## src/rtl/alu_rr_scheduler.sv

```systemverilog
// Round-robin share of one 8-bit ALU between two valid/ready requesters, with a registered tagged response.
// Define ALU_SCHED_STATS_EN to add the per-requester saturating acceptance counters ops0_cnt/ops1_cnt.
module alu_rr_scheduler #(
  parameter int N = 8
) (
  input  logic         clk,
  input  logic         rst_n,
  input  logic         req0_valid,
  output logic         req0_ready,
  input  logic [N-1:0] req0_a,
  input  logic [N-1:0] req0_b,
  input  logic [2:0]   req0_op,
  input  logic         req0_cin,
  input  logic         req1_valid,
  output logic         req1_ready,
  input  logic [N-1:0] req1_a,
  input  logic [N-1:0] req1_b,
  input  logic [2:0]   req1_op,
  input  logic         req1_cin,
  output logic         rsp_valid,
  input  logic         rsp_ready,
  output logic         rsp_id,
  output logic [N-1:0] rsp_result,
  output logic         rsp_cout,
  output logic         rsp_gt
`ifdef ALU_SCHED_STATS_EN
  ,
  output logic [15:0]  ops0_cnt,
  output logic [15:0]  ops1_cnt
`endif
);

  typedef enum logic [1:0] {IDLE, EXEC, RESP} state_t;

  state_t       state;
  logic         last_grant;
  logic [N-1:0] a_q, b_q;
  logic [2:0]   op_q;
  logic         cin_q, id_q;

  logic         grant_any, grant_id, in_idle;
  logic         sub_sel;
  logic [N-1:0] b_eff;
  logic [N:0]   sum;
  logic [N-1:0] alu_result;
  logic         alu_cout, alu_gt;

  assign in_idle   = (state == IDLE);
  assign grant_any = req0_valid | req1_valid;
  // On a tie the requester that was not granted last wins; otherwise the lone valid one.
  assign grant_id  = (req0_valid && req1_valid) ? ~last_grant : req1_valid;

  assign req0_ready = rst_n && in_idle && req0_valid && !grant_id;
  assign req1_ready = rst_n && in_idle && req1_valid &&  grant_id;

  // ALU: subtract is A + ~B + cin, so cin=1 means "no borrow in" and cout=1 means "no borrow out".
  always_comb begin
    sub_sel    = (op_q == 3'b001);
    b_eff      = sub_sel ? ~b_q : b_q;
    sum        = {1'b0, a_q} + {1'b0, b_eff} + {{N{1'b0}}, cin_q};
    alu_result = '0;
    alu_cout   = 1'b0;
    alu_gt     = 1'b0;
    case (op_q)
      3'b000, 3'b001: begin
        alu_result = sum[N-1:0];
        alu_cout   = sum[N];
      end
      3'b010: alu_result = a_q & b_q;
      3'b011: alu_result = a_q | b_q;
      3'b100: alu_result = a_q ^ b_q;
      3'b101: alu_gt     = (a_q > b_q);
      3'b110: alu_result = {a_q[N-2:0], 1'b0};
      3'b111: alu_result = {b_q[N-2:0], 1'b0};
    endcase
  end

  always_ff @(posedge clk or negedge rst_n) begin
    if (!rst_n) begin
      state      <= IDLE;
      rsp_valid  <= 1'b0;
      rsp_id     <= 1'b0;
      rsp_result <= '0;
      rsp_cout   <= 1'b0;
      rsp_gt     <= 1'b0;
      a_q        <= '0;
      b_q        <= '0;
      op_q       <= '0;
      cin_q      <= 1'b0;
      id_q       <= 1'b0;
      last_grant <= 1'b1;
    end else begin
      case (state)
        IDLE: if (grant_any) begin
          a_q        <= grant_id ? req1_a   : req0_a;
          b_q        <= grant_id ? req1_b   : req0_b;
          op_q       <= grant_id ? req1_op  : req0_op;
          cin_q      <= grant_id ? req1_cin : req0_cin;
          id_q       <= grant_id;
          last_grant <= grant_id;
          state      <= EXEC;
        end
        EXEC: begin
          rsp_result <= alu_result;
          rsp_cout   <= alu_cout;
          rsp_gt     <= alu_gt;
          rsp_id     <= id_q;
          rsp_valid  <= 1'b1;
          state      <= RESP;
        end
        RESP: if (rsp_ready) begin
          rsp_valid <= 1'b0;
          state     <= IDLE;
        end
        default: state <= IDLE;
      endcase
    end
  end

`ifdef ALU_SCHED_STATS_EN
  always_ff @(posedge clk or negedge rst_n) begin
    if (!rst_n) begin
      ops0_cnt <= '0;
      ops1_cnt <= '0;
    end else if (in_idle && grant_any) begin
      if (!grant_id && ops0_cnt != 16'hFFFF) ops0_cnt <= ops0_cnt + 16'd1;
      if ( grant_id && ops1_cnt != 16'hFFFF) ops1_cnt <= ops1_cnt + 16'd1;
    end
  end
`endif

endmodule

```

## config.mk

```make
export PLATFORM = sky130hd
export DESIGN_NAME = alu_rr_scheduler
export DESIGN_NICKNAME = d
export VERILOG_FILES = /design/src/rtl/alu_rr_scheduler.sv
export SDC_FILE = /design/constraint.sdc
export NUM_CORES = 1
export LEC_CHECK = 0
export BUFFER_PORTS_ARGS = -buffer_cell sky130_fd_sc_hd__buf_2
export CORE_MARGIN = 4
export CORE_UTILIZATION = 50
export CTS_CLUSTER_DIAMETER = 60
export DETAILED_ROUTE_END_ITERATION = 8
export GPL_ROUTABILITY_DRIVEN = 0
export PLACE_DENSITY = 0.77
export SETUP_SLACK_MARGIN = 0.02
export SYNTH_ARGS = -nofsm -noshare
export SYNTH_HDL_FRONTEND = slang
export SYNTH_SLANG_ARGS = --single-unit
```

## constraint.sdc

```tcl
create_clock -name clk -period 2.55 [get_ports clk]
set_input_delay 0.3825 -clock clk [delete_from_list [all_inputs] [get_ports clk]]
set_output_delay 0.3825 -clock clk [all_outputs]
set_load 0.01 [all_outputs]
```

* After elaboration in Yosys (flattened, before gate mapping)
Cells that the tools add are included.
** Operators by class
- Eq/ne operators :: 11
- Reduce and logical (&&, ||, !) cells :: 14
- Magnitude comparators :: 1
- Mux-type cells :: 14
- Add/sub/neg operators :: 2
- Bitwise logic cells :: 6
** Operator list (count)
- case mux 8 bit (6 select lines) :: 1
- two-way mux 8 bit :: 3
- == test 3 bit (second input constant) :: 4
- adder 8 x 8 -> 9 bit :: 1
- adder 9 x 1 -> 9 bit :: 1
- bitwise AND 8 bit :: 1
- greater-than comparator 8 bit :: 1
- NOT 8 bit :: 1
- bitwise OR 8 bit :: 1
- bitwise XOR 8 bit :: 1
- == test 3 x 2 -> 1 bit (second input constant) :: 2
- logical AND 1 bit :: 6
- case mux 2 bit (3 select lines) :: 1
- AND reduction 2 bit :: 3
- two-way mux 1 bit :: 5
- two-way mux 2 bit :: 2
- != test 2 bit (second input constant) :: 2
- == test 3 x 1 -> 1 bit (second input constant) :: 1
- zero test 3 bit :: 1
- two-way mux 3 bit :: 1
- == test 2 x 1 -> 1 bit (second input constant) :: 1
- == test 2 bit (second input constant) :: 1
- zero test 2 bit :: 1
- case mux 1 bit (2 select lines) :: 1
- 5 further kinds :: 5
** Word-level totals
- Logic and storage cells :: 60
- Output and inout port bits :: 14
- Bits in registers :: 36
- Input bits :: 45

* Depth between registers and ports, before layout
Gate-level depths: netlist of run 1.
- Depth after elaboration :: 5
- Depth in mapped cells :: 13
- Gate-level depth less buffers :: 11

* Worst setup path after synthesis of run 1
OpenSTA, ideal clock, no wires.
- Kind :: register to register
- Start :: register op_q[2]
- End :: register rsp_result[4]
- Library setup time :: 127 ps
- Arrival time :: 2648 ps
- Path buffers :: 2
- Data required time :: 2423 ps
- Slack :: -225 ps
- Stages on the path, launching flop included :: 14
- Cells stage by stage :: dfrtp_1 -> buf_2 -> or2_1 -> buf_2 -> nor2_4 -> xnor2_1 -> fa_1 -> inv_1 -> fa_1 -> a21o_1 -> a211oi_1 -> nor3_1 -> a311oi_1 -> o21ai_1
** Between the ends
- Longest elaborated chain between the ends :: 5
- Elaborated cells on any way between the ends :: 12
** Ends and longest elaborated chain
- start, declared :: RTL line 38 : logic [2:0] op_q;
- start signal, assigned :: RTL line 97 : op_q <= grant_id ? req1_op : req0_op;
- == test 3 x 1 -> 1 bit :: RTL line 58, 64
- two-way mux 8 bit :: RTL line 59 : b_eff = sub_sel ? ~b_q : b_q;
- adder 8 x 8 -> 9 bit :: RTL line 60 : sum = {1'b0, a_q} + {1'b0, b_eff} + {{N{1'b0}}, cin_q};
- adder 9 x 1 -> 9 bit :: RTL line 60
- case mux 8 bit (6 select lines) * :: RTL line 64 : case (op_q)
- end signal, assigned :: RTL line 104 : rsp_result <= alu_result;
- end, declared :: RTL line 23 : output logic [N-1:0] rsp_result,
Mark *: on every way between the ends. The rest lies on a longest branch, timed or not.
A chain may end at the register's enable or synchronous reset.

* Worst setup path after layout of run 1
- Start :: register op_q[1]
- End :: register rsp_result[5]
The elaborated chain is that of the path after synthesis.

==> results of run 1 <==
## state kept, by name, summed over array words and instances (netlist names)
name	count
rsp_result	8
op_q	3
last_grant	1
rsp_id	1
a_q	8
rsp_cout	1
cin_q	1
rsp_gt	1
rsp_valid	1
b_q	8
state	2
id_q	1
## final cells by class
cell class | count | area, µm²
clock inverter | 1 | 5.005
timing repair buffer | 70 | 380.4
tap | 72 | 90.09
fill | 477 | 2172
multi-input combinational | 238 | 1775
sequential | 36 | 902.1
inverter | 28 | 105.1
clock buffer | 7 | 76.32
## power by group
part / internal (mW) / switching (mW)
clock network: 0.192 / 0.206
registers: 0.852 / 0.277
logic: 1.48 / 1.90
total: 2.52 / 2.38
## critical path: stages (launching register included)
cell,delay (ps)
dfrtp_1,380
or2_4,260
nor2_4,150
xnor2_1,220
ha_1,300
nor2b_1,140
o31a_1,300
or3_1,360
a31o_1,210
a21oi_1,110
## worst max path at each step
stage / startpoint / depth (start not counted) / to
after global routing: op_q[1] / 11 / rsp_cout
after detailed placement: op_q[1] / 11 / rsp_result[6]
after CTS: op_q[1] / 11 / rsp_cout
after floorplan: op_q[1] / 13 / rsp_result[4]
final: op_q[1] / 9 / rsp_result[5]
after global placement: op_q[1] / 11 / rsp_result[6]
## kinds of logic (layout without fill, tap and decap cells)
| family | Yosys count | after routing | synth area share |
|---|---|---|---|
| compound gates | 92 | 92 | 0.1967 |
| xor+xnor | 9 | 9 | 0.02779 |
| fa+ha+maj | 33 | 33 | 0.1509 |
| buf+inv | 46 | 106 | 0.06749 |
| flops | 36 | 36 | 0.3180 |
| mux | 28 | 28 | 0.1129 |
| simple gates | 76 | 76 | 0.1262 |
## what timing repair did
action                     in CTS  in global routing
setup endpoints to repair       1                  5
gates resized for setup         0                  4
setup buffers                   0                  1
pin swaps                       1                  5
## through the flow
step	power, mW	worst slack, ps	hold WS [ps]	TNS, ps
after CTS	4.807	36.25	71.66	0
after floorplan	3.612	-137.0	86.91	-570.0
after detailed placement	4.383	0.6297	382.0	0
after global placement	4.251	124.8	378.5	0
after global routing	5.376	-102.7	73.50	-383.0
final	4.903	57.15	78.33	0
## cells in the final DEF, fill, tap and decap left out, types with 4 or more instances in the layout
master    Yosys  layout
a21oi_1      43      43
nand2_1      12      12
xnor2_1       9       8
clkbuf_8      0       5
buf_2        12      58
mux2i_1      23      23
o22ai_1       5       5
inv_1        27      26
nor2_1       37      36
buf_4         1      12
o21ai_0      12      11
ha_1         31      31
o21ai_1       3       4
dfrtp_1      35      35
a211oi_1      7       5
nor2b_1       6       6
## layer usage
layer | vias up | routed length (µm)
met3 | 10 | 529
met1 | 1145 | 2924
li1 | 1236 | -
met2 | 107 | 3021
met4 | 0 | 120
met5 | - | 0
==> qor.csv, run 1 <==
stage;metric;value;unit
route;post-route ant nets;0;
yosys;#FFs+latches synth;36;
power;Pwr Density;1471;nW/µm²
route;routed vias;2498;
floorplanning;total core area;5507;µm²
yosys;Synth cell types;46;
setup_path;worst path required time;2770;ps
yosys;Post-Synthesis Cells;320;
yosys;most used flip-flop cell after synthesis;dfrtp_1;
sta;maximum clock rate;0.4011;GHz
setup_path;Worst Path Arrival;2710;ps
yosys;Synth Net Count;398;
grt;initial antenna violation count;0;
route;wire per inst;14.59;µm
sta;Period minus WS final;2493;ps
finish;final instance area;3334;µm²
grt;M2 GR Usage;0.3090;
placed_design;HPWL after DPL;5.029;mm
clock_tree;Clk Latency, worst-skew pair;290;ps
power;leakage power;1.613;nW
floorplanning;Initial Utilization;0.5151;
yosys;FFs w/ async S/R, synth;1.000;
sta;Least-Margin Pin Slew;664.7;ps
sta;Slew Limit Fails;0;
route;drt drc;0;
power;Max IR drop VDD;0.5648;mV
clock_tree;hold buffer count at CTS;0;
route;first drt pass iteration count;4;
finish;Non-Filler Instances;452;
yosys;Mapped Area;2836;µm²
yosys;EDFF count, synth;0;
sta;Final Cycle Share;0.9776;
finish;Area Growth Syn to Fin;17.56;%
clock_tree;CTS max path bufs;2;
grt;largest net degree at the start of global routing;43;
grt;M3 GR Usage;0.03671;
sta;final hold violation count;0;
clock_tree;number of CTS-inserted buffers;5;
floorplanning;die width;83.32;µm
grt;vias in the first global route;2378;
clock_tree;CTS tree;done;
route;vias per cell;5.527;
setup_path;R2R Setup Slk;60;ps
sta;final setup vio count;0;
setup_path;startpoint types;flip-flop;
yosys;sequential share of the synthesized area;0.3180;
placed_design;Port Buffers;58;
finish;Antenna diodes;0;
grt;GRT Total Usage;0.1941;
yosys;most numerous cell in the Yosys netlist;a21oi_1;
grt;GR Layer Usage met1;0.2612;
clock_tree;H-Tree Level Count;2;
hold_path;HP Class;input pin to asynchronous set/reset pin;
finish;layout cell share with drive strength beyond 1;0.2500;
flow_run;# Max-Cap Violations;0;
setup_path;critical path peak fanout;4;
yosys;area leader, netlist;dfrtp_1;
yosys;Synth Area per Inst;8.864;µm²
sta;Fin Clk Skew;6.960;ps
grt;total congestion overflow;0;
placed_design;area post-placement;3231;µm²
yosys;top cell type's share of synthesized area;0.3088;
setup_path;cells on worst reg2reg path;9;
clock_tree;Root Buffer;clkbuf_8;
setup_path;r2r startpoint;op_q[1];
route;1st-iter DRT viols;147;
floorplanning;I/O pin count;59;
setup_path;WS Path Type;flip-flop to flip-flop;
sta;Rel. slew slack;0.5568;
clock_tree;CTS Sinks;36;
placed_design;Inst Count DP;443;
yosys;synth top area cells;dfrtp_1, ha_1, mux2i_1;
yosys;Yosys warnings;0;
grt;busiest grt layer;met2;
setup_path;r2r endpoint;rsp_result[5];
sta;RSZ-0062 raised after global routing;yes;
finish;number of nets in the layout;457;
floorplanning;Die Span Y;83.32;µm
yosys;synth cell count leaders;a21oi_1, nor2_1, dfrtp_1;
floorplanning;Die ar.;6942;µm²
finish;Final Util;0.6055;
run_status;status;completed;
route;final wirelength;6.595;mm
floorplanning;Row Count;27;
clock_tree;clock-pin slew on the worst setup and hold paths;70;ps
setup_path;crit end category;flip-flop;
grt;first-pass GRT wire length;11.12;mm
Power figures use the tool's default switching activity.
==> run 2: changes to the inputs <==
--- a/config.mk
+++ b/config.mk
@@ -11,7 +11,9 @@
 export CTS_CLUSTER_DIAMETER = 60
 export DETAILED_ROUTE_END_ITERATION = 8
 export GPL_ROUTABILITY_DRIVEN = 0
+export GPL_TIMING_DRIVEN = 1
 export PLACE_DENSITY = 0.77
+export RECOVER_POWER = 50
 export SETUP_SLACK_MARGIN = 0.02
 export SYNTH_ARGS = -nofsm -noshare
 export SYNTH_HDL_FRONTEND = slang
==> run 2 against run 1 <==
Net effect:
- the run now ends with capacitance limit, slew limit left
- non-clock buffer count stayed put
- die area stayed put
- worst setup slack better by 1.6 ps
- first-iteration DRC count is 4.1% lower
- sequential power hardly changed
- wire length is 0.12% lower
- combinational power hardly changed
- register-to-register slack hardly changed
- hold slack better by 77 ps
- sequential share of layout area is 0.071 points higher
- critical path depth stayed put
- highest routed layer unchanged
==> qor.csv, run 2 (synthesis gave the netlist of run 1 again) <==
stage;metric;value;unit
finish;Area Growth Syn to Fin;17.25;%
finish;layout cell share with drive strength beyond 1;0.2368;
setup_path;cells on worst reg2reg path;9;
clock_tree;clock-pin slew on the worst setup and hold paths;80;ps
run_status;status;complete, but fails checks;
sta;Rel. slew slack;-0.2249;
route;first drt pass iteration count;4;
grt;first-pass GRT wire length;11.12;mm
route;vias per cell;5.507;
grt;largest net degree at the start of global routing;43;
floorplanning;I/O pin count;59;
sta;total negative slack;0;ps
finish;Multi-input gate area;1775;µm²
route;routed vias;2489;
setup_path;slowest stage delay, CP;380;ps
floorplanning;total core area;5507;µm²
grt;initial antenna violation count;0;
finish;commonest non-fill, non-tap cell in the layout;buf_2;
grt;vias in the first global route;2378;
clock_tree;H-Tree Level Count;2;
sta;Slew Limit Fails;36;
setup_path;r2r endpoint;rsp_result[5];
grt;total congestion overflow;0;
route;post-route ant nets;0;
clock_tree;number of CTS-inserted buffers;5;
clock_tree;Root Buffer;clkbuf_8;
sta;final setup vio count;0;
setup_path;r2r startpoint;op_q[1];
finish;Antenna diodes;0;
route;wire per inst;14.57;µm
route;drt drc;0;
flow_run;# Max-Cap Violations;1;
setup_path;Crit. path cell count;9;
finish;Register Area;902.1;µm²
floorplanning;Initial Utilization;0.5151;
setup_path;Slowest-stage cell, CP;dfrtp_1;
finish;fillers;480;
finish;number of nets in the layout;457;
setup_path;Worst Path Buf+Inv;0;
hold_path;HP Class;input pin to asynchronous set/reset pin;
sta;Fin Clk Skew;7.182;ps
power;Pwr Density;1473;nW/µm²
setup_path;worst path required time;2770;ps
placed_design;HPWL after DPL;5.029;mm
placed_design;dpl ws;0.6297;ps
grt;GRT Total Usage;0.1941;
floorplanning;Die ar.;6942;µm²
floorplanning;Row Count;27;
setup_path;crit end category;flip-flop;
setup_path;Worst Path Arrival;2710;ps
placed_design;area post-placement;3231;µm²
setup_path;WS Path Type;flip-flop to flip-flop;
route;1st-iter DRT viols;141;
sta;maximum clock rate;0.4014;GHz
sta;Least-Margin Pin Slew;1837;ps
clock_tree;CTS tree;done;
setup_path;Top Family by Delay on Critical Path;simple AND/OR/NAND/NOR gates;
placed_design;Port Buffers;58;
finish;biggest registers after layout;a_q (8), b_q (8), rsp_result (8);
sta;worst hold slack;155.2;ps
setup_path;end of the critical path;rsp_result[5];
sta;RSZ-0062 raised after global routing;yes;
setup_path;critical path peak fanout;4;
setup_path;worst setup path start;op_q[1];
sta;Period minus WS final;2491;ps
setup_path;startpoint types;flip-flop;
setup_path;R2R Setup Slk;60;ps
finish;final instance area;3326;µm²
finish;most frequent cells in the layout;buf_2, a21oi_1, nor2_1, dfrtp_1, ha_1;
power;leakage power;1.596;nW
sta;final worst slack;58.78;ps
setup_path;CP cell instances;or2_4, nor2_4, xnor2_1, ha_1, nor2b_1, o31a_1, or3_1, a31o_1, a21oi_1;
clock_tree;hold buffer count at CTS;0;
power;Max IR drop VDD;0.5642;mV
floorplanning;die width;83.32;µm
clock_tree;CTS max path bufs;2;
route;final wirelength;6.587;mm
clock_tree;CTS Sinks;36;
run_status;failing checks;capacitance limit, slew limit;
floorplanning;Die Span Y;83.32;µm
sta;Final Cycle Share;0.9770;
sta;final hold violation count;0;
clock_tree;Clk Latency, worst-skew pair;290;ps
power;Tot Pwr;4.900;mW
run 2: cell types whose count changed in the layout (fill, tap and decap cells not counted), sizes merged:
| cell | before | now |
|---|---|---|
| buf | 70 | 65 |
| clkbuf | 7 | 12 |
run 2: stage by stage:
step / cells / utilization
after global routing: 452 / 0.6040
after detailed placement: 443 / 0.5867
after floorplan: 320 / -
after CTS: 451 / 0.6015
final: 452 / 0.6040
after global placement: 443 / 0.5867
run 2: where the power goes:
part / switching [mW] / internal [mW] / total (mW)
combinational: 1.90 / 1.47 / 3.37
clock: 0.208 / 0.192 / 0.400
sequential: 0.278 / 0.852 / 1.13
total: 2.39 / 2.51 / 4.90
run 2: how the worst min path moves through the flow:
| stage | start | end | slack [ps] | depth (start not counted) |
|---|---|---|---|---|
| final | rst_n | last_grant | 160 | 1 |
| after global routing | rst_n | last_grant | 160 | 1 |
| after CTS | rst_n | last_grant | 70 | 1 |
| after detailed placement | rst_n | last_grant | 380 | 1 |
| after global placement | rst_n | last_grant | 380 | 1 |
| after floorplan | rst_n | a_q[0] | 90 | 0 |
run 2: worst register-to-register path, stage by stage (launching register included):
cell and delay [ps]:
dfrtp_1 380, or2_4 260, nor2_4 150, xnor2_1 220, ha_1 300, nor2b_1 140, o31a_1 300, or3_1 360
a31o_1 210, a21oi_1 110
run 2: what timing repair did:
action / CTS / global route
pin swaps: 1 / 5
resized for setup: 0 / 4
buffers inserted: 0 / 1
endpoints found under the setup margin: 1 / 5
run 2: layer usage:
| layer | global-route usage | share of wire | wire (µm) | vias up |
|---|---|---|---|---|
| met5 | 0 | 0 | 0 | - |
| met2 | 0.3090 | 0.46 | 3017 | 99 |
| li1 | - | - | - | 1236 |
| met3 | 0.03671 | 0.077 | 505 | 10 |
| met4 | 0.07281 | 0.018 | 120 | 0 |
| met1 | 0.2612 | 0.45 | 2945 | 1144 |
run 2: area by class of cell:
type | instances | area share
clock buffers | 7 | 0.02295
clock inverters | 1 | 0.001505
inverters | 28 | 0.03160
multi-input cells | 238 | 0.5339
flip-flops and latches | 36 | 0.2713
well taps | 72 | 0.02709
repair buffers | 70 | 0.1117
==> run 3: changes to the inputs <==
--- a/config.mk
+++ b/config.mk
@@ -6,12 +6,13 @@
 export NUM_CORES = 1
 export LEC_CHECK = 0
 export BUFFER_PORTS_ARGS = -buffer_cell sky130_fd_sc_hd__buf_2
+export CORE_ASPECT_RATIO = 1.1
 export CORE_MARGIN = 4
 export CORE_UTILIZATION = 50
 export CTS_CLUSTER_DIAMETER = 60
 export DETAILED_ROUTE_END_ITERATION = 8
 export GPL_ROUTABILITY_DRIVEN = 0
-export GPL_TIMING_DRIVEN = 1
+export GPL_TIMING_DRIVEN = 0
 export PLACE_DENSITY = 0.77
 export RECOVER_POWER = 50
 export SETUP_SLACK_MARGIN = 0.02
==> run 3 against run 2 <==
Net effect:
- the flow finishes with violations (setup timing)
- flip-flop and latch count stayed put
- die area hardly changed
- critical path depth is 3 higher
- worst setup slack worse by 170 ps
- clock skew is 2.5 ps lower
- first-iteration DRC count is 11% lower
- sequential power hardly changed
- sequential share of layout area is 1.2 points lower
- via count is 1.8% higher
- non-clock buffer count is 14 higher
- hold slack better by 28 ps
- register-to-register slack worse by 170 ps
- critical endpoint is now rsp_result[4]
- largest cell class unchanged
- largest power group unchanged
==> qor.csv, run 3 (synthesis gave the netlist of run 1 again) <==
stage;metric;value;unit
setup_path;startpoint types;flip-flop;
clock_tree;Root Buffer;clkbuf_8;
setup_path;WS Path Type;flip-flop to flip-flop;
placed_design;Port Buffers;58;
placed_design;HPWL after DPL;5.302;mm
route;first drt pass iteration count;4;
grt;GRT Total Usage;0.2153;
route;routed vias;2533;
hold_path;HP Class;input pin to asynchronous set/reset pin;
finish;commonest non-fill, non-tap cell in the layout;buf_2;
clock_tree;Clk Latency, worst-skew pair;290;ps
clock_tree;H-Tree Level Count;2;
sta;worst hold slack;183.6;ps
finish;number of nets in the layout;471;
grt;largest net degree at the start of global routing;39;
floorplanning;Row Count;28;
finish;Non-Filler Instances;469;
sta;Rel. slew slack;0.4584;
setup_path;Worst Path Arrival;2830;ps
finish;layout cell share with drive strength beyond 1;0.2792;
finish;Area Growth Syn to Fin;22.54;%
clock_tree;CTS max path bufs;2;
route;wire per inst;15.01;µm
floorplanning;total core area;5430;µm²
sta;Slew Limit Fails;0;
setup_path;most frequent CP cell;fa_2;
clock_tree;clock-pin slew on the worst setup and hold paths;70;ps
flow_run;# Max-Cap Violations;0;
setup_path;Slowest-stage cell, CP;dfrtp_1;
sta;RSZ-0062 raised after global routing;yes;
grt;GR Layer Usage met1;0.2689;
route;final wirelength;7.042;mm
setup_path;slowest stage delay, CP;370;ps
clock_tree;CTS tree;done;
finish;most frequent cells in the layout;buf_2, a21oi_1, nor2_1, dfrtp_1, ha_1;
clock_tree;hold buffer count at CTS;0;
route;vias per cell;5.401;
setup_path;crit end category;flip-flop;
power;Max IR drop VDD;0.6188;mV
grt;busiest grt layer;met2;
grt;vias in the first global route;2517;
setup_path;Top Family by Delay on Critical Path;compound AO/OA/AOI/OAI gates;
run_status;status;complete, but fails checks;
grt;total congestion overflow;0;
power;Pwr Density;1478;nW/µm²
power;leakage power;1.665;nW
grt;first-pass GRT wire length;11.76;mm
floorplanning;Initial Utilization;0.5224;
route;post-route ant nets;0;
route;1st-iter DRT viols;126;
grt;initial antenna violation count;0;
clock_tree;number of CTS-inserted buffers;5;
floorplanning;Die Span Y;87.00;µm
setup_path;CP cell instances;buf_6, or2_4, nor2_4, xnor2_2, fa_2, inv_2, fa_2, a21o_1, a211oi_2, nor3_1, a311oi_1, o21ai_1;
finish;Antenna diodes;0;
sta;final setup vio count;4;
sta;maximum clock rate;0.3761;GHz
setup_path;Worst Path Buf+Inv;2;
floorplanning;die width;79.82;µm
run_status;failing checks;setup timing;
grt;M2 GR Usage;0.3759;
clock_tree;CTS Sinks;36;
floorplanning;Die ar.;6944;µm²
grt;M3 GR Usage;0.03209;
route;drt drc;0;
sta;Least-Margin Pin Slew;812.4;ps
placed_design;dpl ws;-405.2;ps
finish;biggest registers after layout;a_q (8), b_q (8), rsp_result (8);
setup_path;worst path required time;2720;ps
setup_path;critical path peak fanout;3;
floorplanning;I/O pin count;59;
sta;Period minus WS final;2659;ps
sta;final hold violation count;0;
sta;Fin Clk Skew;4.717;ps
sta;Final Cycle Share;1.043;
placed_design;Inst Count DP;453;
sta;final worst slack;-109.1;ps
## run 3: cell count changes in the layout (fill, tap and decap cells not counted), sizes merged
cell,previous run,this run
buf,65,77
clkinvlp,0,1
clkbuf,12,13
## run 3: through the flow
stage	util	area, µm²	TNS, ps	total power [mW]
3_3_place_gp	0.5998	3257	-1655	4.279
2_1_floorplan	-	2873	-570.0	3.612
6_report	0.6401	3476	-202.5	5.138
5_1_grt	0.6401	3476	-936.2	5.629
3_5_place_dp	0.5998	3257	-1897	4.380
4_1_cts	0.6256	3397	-686.5	4.903
## run 3: cell type report
class                      instances  area, µm²
buffer                            16      88.84
clock buffer                       6      72.57
clock inverter                     2      12.51
fill                             464       1954
inverter                          28      107.6
multi-input combinational        238       1824
sequential                        36      902.1
tap                               75      93.84
timing repair buffer              68      374.1
## run 3: worst paths after layout
kind,start,endpoint,slack (ps),depth (start not counted)
worst min-delay path,rst_n,a_q[0],180,1
worst max register to register,op_q[1],rsp_result[4],-110,12
worst min register to register,rsp_result[2],rsp_result[2],470,2
worst max-delay path,op_q[1],rsp_result[4],-110,12
min in group clk,rsp_ready,state[1],290,2
max in group asynchronous,rst_n,rsp_result[7],1860,1
## run 3: metal layers
metal,share of wire,wire length [µm]
met1,0.43,2999
met2,0.51,3560
met3,0.053,370
met4,0.016,112
met5,0,0
## run 3: worst register-to-register path: stages (launching register included)
cell      delay [ps]
dfrtp_1          370
buf_6            120
or2_4            250
nor2_4           180
xnor2_2          140
fa_2             240
inv_2             40
fa_2             360
a21o_1           180
a211oi_2         210
nor3_1            70
a311oi_1         260
o21ai_1          110
## run 3: what timing repair did
action,in CTS,in global routing
buffers inserted,6,4
pin swaps,12,18
gates resized for setup,3,15
endpoints found under the setup margin,8,7
## run 3: power breakdown
group / internal, mW / switching, mW / total [mW]
clock: 0.191 / 0.217 / 0.408
sequential: 0.851 / 0.280 / 1.13
combinational: 1.62 / 1.98 / 3.60
total: 2.66 / 2.48 / 5.14
